===== config.mk =====
export PLATFORM = sky130hd
export DESIGN_NAME = dmem_bridge
export DESIGN_NICKNAME = d
export VERILOG_FILES = /design/src/rtl/dmem_bridge_pkg.sv /design/src/rtl/dmem_bridge.sv
export SDC_FILE = /design/constraint.sdc
export NUM_CORES = 1
export LEC_CHECK = 0
export ABC_AREA = 1
export BUFFER_PORTS_ARGS = -buffer_cell sky130_fd_sc_hd__buf_4
export CAP_MARGIN = 25
export CORE_UTILIZATION = 48
export CTS_BUF_LIST = sky130_fd_sc_hd__clkbuf_4 sky130_fd_sc_hd__clkbuf_8
export DETAILED_ROUTE_END_ITERATION = 8
export PLACE_DENSITY = 0.84
export SLEW_MARGIN = 10
export SYNTH_ARGS = -nofsm -noshare
export SYNTH_HDL_FRONTEND = slang
export SYNTH_SLANG_ARGS = --single-unit

===== constraint.sdc =====
create_clock -name clk -period 8.6 [get_ports clk]
set_input_delay 2.58 -clock clk [delete_from_list [all_inputs] [get_ports clk]]
set_output_delay 2.58 -clock clk [all_outputs]
set_load 0.01 [all_outputs]

===== src/rtl/dmem_bridge_pkg.sv =====
// Shared types for the MEM-stage data bus bridge: FSM states, access size codes
// and the latched bus request payload.
package dmem_bridge_pkg;

  localparam int unsigned ADDR_W = 32;
  localparam int unsigned DATA_W = 32;
  localparam int unsigned STRB_W = DATA_W / 8;

  typedef enum logic [1:0] {
    ST_IDLE = 2'd0,
    ST_ADDR = 2'd1,
    ST_DATA = 2'd2,
    ST_DONE = 2'd3
  } state_t;

  typedef enum logic [1:0] {
    SIZE_BYTE = 2'd0,
    SIZE_HALF = 2'd1,
    SIZE_WORD = 2'd2
  } mem_size_t;

  typedef struct packed {
    logic              wr;
    mem_size_t         size;
    logic [ADDR_W-1:0] addr;
    logic [STRB_W-1:0] wstrb;
    logic [DATA_W-1:0] wdata;
  } bus_req_t;

endpackage


===== src/rtl/dmem_bridge.sv =====
// Bridges the MEM-stage access onto an addr_ok/data_ok split-transaction data bus,
// stalling the pipeline until the access completes.
module dmem_bridge
  import dmem_bridge_pkg::*;
(
  input  logic              clk,
  input  logic              rst,
  input  logic              mem_en_i,
  input  logic              mem_we_i,
  input  logic [ADDR_W-1:0] mem_addr_i,
  input  logic [STRB_W-1:0] mem_sel_i,
  input  logic [1:0]        mem_size_i,
  input  logic [DATA_W-1:0] mem_wdata_i,
  input  logic              mem_flush_i,
  input  logic              pipe_stall_i,
  output logic [DATA_W-1:0] mem_rdata_o,
  output logic              stallreq_o,
  output logic              req_o,
  output logic              wr_o,
  output logic [1:0]        size_o,
  output logic [ADDR_W-1:0] addr_o,
  output logic [STRB_W-1:0] wstrb_o,
  output logic [DATA_W-1:0] wdata_o,
  input  logic              addr_ok_i,
  input  logic              data_ok_i,
  input  logic [DATA_W-1:0] rdata_i
);

  state_t   state;
  logic     cancel;
  bus_req_t breq;
  logic     cancel_now;

  // A flush arriving in the same cycle as data_ok still discards the data.
  assign cancel_now = cancel | mem_flush_i;

  always_ff @(posedge clk or posedge rst) begin
    if (rst) begin
      state       <= ST_IDLE;
      cancel      <= 1'b0;
      req_o       <= 1'b0;
      breq        <= '0;
      mem_rdata_o <= '0;
    end else begin
      case (state)
        ST_IDLE: begin
          cancel <= 1'b0;
          if (mem_en_i && !mem_flush_i) begin
            state      <= ST_ADDR;
            req_o      <= 1'b1;
            breq.wr    <= mem_we_i;
            breq.size  <= mem_size_t'(mem_size_i);
            breq.addr  <= mem_addr_i;
            breq.wstrb <= mem_we_i ? mem_sel_i : STRB_W'(0);
            breq.wdata <= mem_wdata_i;
          end
        end
        ST_ADDR: begin
          if (mem_flush_i) cancel <= 1'b1;
          if (addr_ok_i) begin
            req_o <= 1'b0;
            state <= ST_DATA;
          end
        end
        ST_DATA: begin
          if (mem_flush_i) cancel <= 1'b1;
          if (data_ok_i) begin
            if (cancel_now) begin
              state  <= ST_IDLE;
              cancel <= 1'b0;
            end else begin
              state <= ST_DONE;
              if (!breq.wr) mem_rdata_o <= rdata_i;
            end
          end
        end
        ST_DONE: begin
          // Hold here until the pipeline advances so the same instruction is not reissued.
          if (!pipe_stall_i) state <= ST_IDLE;
        end
        default: state <= ST_IDLE;
      endcase
    end
  end

  assign stallreq_o = ((state == ST_IDLE) && mem_en_i && !mem_flush_i)
                    || (state == ST_ADDR) || (state == ST_DATA);

  assign wr_o    = breq.wr;
  assign size_o  = breq.size;
  assign addr_o  = breq.addr;
  assign wstrb_o = breq.wstrb;
  assign wdata_o = breq.wdata;

endmodule


==> flow_summary.ini <==
[synthesis]
yosysTopAreaCell = dfrtp_1
syn_nets = 609
avgSynthCellArea_um2 = 8.71
yosys.area.top_type_share_pct = 62.4
syn_inst = 493
ys_seq_elements = 107
yosysUniqueCellTypes = 17
netlist_area_mm2 = 0.00429
ys_seq_area_share_pct = 62.4
ys_warn_count = 0
yosys-top-cells-area = dfrtp_1 62%, nand2_1 25%, nand3_1 4.2%, ha_1 1.7%, buf_2 1.5%

[cts]
htree_levels = 3
cts.sinks = 107
ctsResizeCount = 0
cts_setup_buffers = 0
cts_tree = built
clockBufferDepth = 2
cts_buffers = 9
cts-root-buf = clkbuf_8
cts_hold_buffers = 0
clk_pin_slew_ps = 100
clock_latency_ps = 360

[global_route]
grt_use_met2_pct = 39.4
grtUsageMet3_pct = 6.65
grt_usage_pct = 23.4
grt.met1_usage_pct = 28.8
grt_max_degree = 79
antenna_found_initial = 0
busiest_layer = met2
overflow = 0
first_global_vias = 3724
grt_first_pass_wirelength_um = 16700

[detailed_routing]
drt-initial-drc-count = 114
drc = 0
via_per_inst = 4.85
vias = 3942
ant_nets = 0
finalWirelength_um = 11000
drt_first_pass_iters = 5
routedWlPerCell_um = 13.6

[placement]
post_dp_cell_area_mm2 = 0.00597
dp.cells = 795
dp_hpwl_um = 7940
gp_congestion = 0.772
port_buffers = 214

[power]
p_leak_nw = 3.55
p_per_area_mw_per_mm2 = 332
vdd_ir_drop_max_mv = 0.182
total_power_w = 0.00205

[sta]
timing.setup.tns_ps = 0
hold_viol = 0
max_slew.worst_pin.slew_ps = 768
skew_ps = 19.8
finalCritPeriodShare_pct = 72.9
rsz0062_at_grt = false
maxSlewViolCount = 0
maxSlewHeadroom_pct = 48.8
setup_viol = 0
fin_crit_ps = 6270
fmax_ghz = 0.160

[worst_setup_path]
worstPathRequired_ps = 6020
crit_fanout = 78
startpoint = mem_en_i
start_kind = input port
critPathKind = input port to output port
max_stage_delay_ps = 580
regToRegSetupSlack_ps = 6130
reg2reg_from = state[0]$_DFFE_PP0P_
cpMostUsedCell = buf_4
crit_family = buffers and inverters
endpoint_kind = output port
cp_data_arrival_time_ps = 3690
cp_slowest_cell = buf_4
cp.buffers_inverters = 3
path_cells = buf_4 -> nand3_2 -> buf_4 -> nand3_1 -> buf_4

[run]
max_cap_violations = 0

[floorplan]
coreArea_mm2 = 0.00868
die-area_mm2 = 0.00932
die_h_um = 96.6
rows = 34
pin_count = 215
die_x_um = 96.6
start_util_pct = 49.5

[finish]
stdcell_count = 812
post-route-util_pct = 71.1
final_nets = 815
n_antenna_cell = 0
fin_area_mm2 = 0.00617
fillers = 691
drive_above_1_share_pct = 34.5
syn2layout_area_growth_pct = 43.8

[worst_hold_path]
hold_start = mem_rdata_o[14]$_DFFE_PP0P_
hp-class = register to register

[status]
status = complete, no violations
[registers in the layout, summed over array words and instances (netlist names)]
register and flops:
wdata_o 32, state 2, addr_o 32, wstrb_o 4
mem_rdata_o 32, req_o 1, size_o 2, wr_o 1
cancel 1
[through the flow]
step | hold WS [ps] | setup slack (ps)
after floorplan | 474 | 2840
after global placement | 455 | 2310
after detailed placement | 461 | 2300
after CTS | 483 | 2300
after global routing | 499 | 2190
final | 482 | 2330
[worst reg2reg max path: stages, from the launching register on]
cell     delay, ps
dfrtp_1        420
inv_1          120
ha_1           270
nand3_2         90
buf_4          580
inv_2          440
buf_12         300
nand2_1        100
nand2_1         50
[cells in the final DEF (no fill, tap or decap)]
cell type	netlist	final
a21oi_1	2	2
buf_12	0	1
buf_16	0	1
buf_4	3	217
clkbuf_8	0	10
clkinv_2	0	1
clkinv_4	0	2
clkinvlp_4	0	1
dfrtp_1	107	107
ha_1	6	6
inv_1	12	11
inv_2	3	3
inv_4	0	1
inv_6	0	2
nand2_1	286	286
nand2_2	1	1
nand3_1	36	36
nand3_2	1	1
nor2_1	4	4
nor2_2	1	1
nor3_4	1	1
o21ai_0	8	8
o21bai_1	1	1
[synthesized netlist by cell type]
master    count
nor3_4        1
buf_4         3
nand2_1     286
inv_1        12
o21ai_0       8
nand3_2       1
dfrtp_1     107
nand2_2       1
nor2_2        1
buf_2        13
ha_1          6
o21bai_1      1
inv_2         3
a21oi_1       2
nand3_1      36
clkbuf_1      8
nor2_1        4
[cells by family (layout without fill, tap and decap cells)]
group                    after synthesis  after routing  share of synthesized area [%]
flip-flops                           107            107                           62.4
adder cells (fa/ha/maj)                6              6                           1.75
AND/OR/NAND/NOR                      330            330                           30.5
buffers and inverters                 39            250                           4.05
AO/OA/AOI/OAI                         11             11                           1.34
[worst paths after layout]
kind	end	cells after the start
min reg2reg	mem_rdata_o[14]$_DFFE_PP0P_	2
min in group asynchronous	addr_o[2]$_DFFE_PP0P_	2
max	stallreq_o	5
min	mem_rdata_o[14]$_DFFE_PP0P_	2
max reg2reg	wdata_o[16]$_DFFE_PP0P_	8
max in group asynchronous	wdata_o[19]$_DFFE_PP0P_	3
[where the power goes]
part	internal (W)	switching, W	total [W]
clock network	0.000116	0.000176	0.000292
registers	0.000733	0.000139	0.000872
logic	0.000437	0.000447	0.000884
total	0.00129	0.000763	0.00205
[metal layers]
layer / vias up / part of all wire (%)
met5: - / 0
met4: 0 / 1.8
met3: 18 / 8.6
met2: 162 / 49
met1: 1848 / 41
li1: 1914 / -
[final cells by class]
type	instances	area, µm²	area share [%]
clock buffers	10	138	2.23
clock inverters	6	47.5	0.770
inverters	15	58.8	0.953
multi-input cells	347	1440	23.3
flip-flops and latches	107	2680	43.4
well taps	108	135	2.19
repair buffers	219	1680	27.2
No activity file was read; power rests on OpenSTA's default activity.
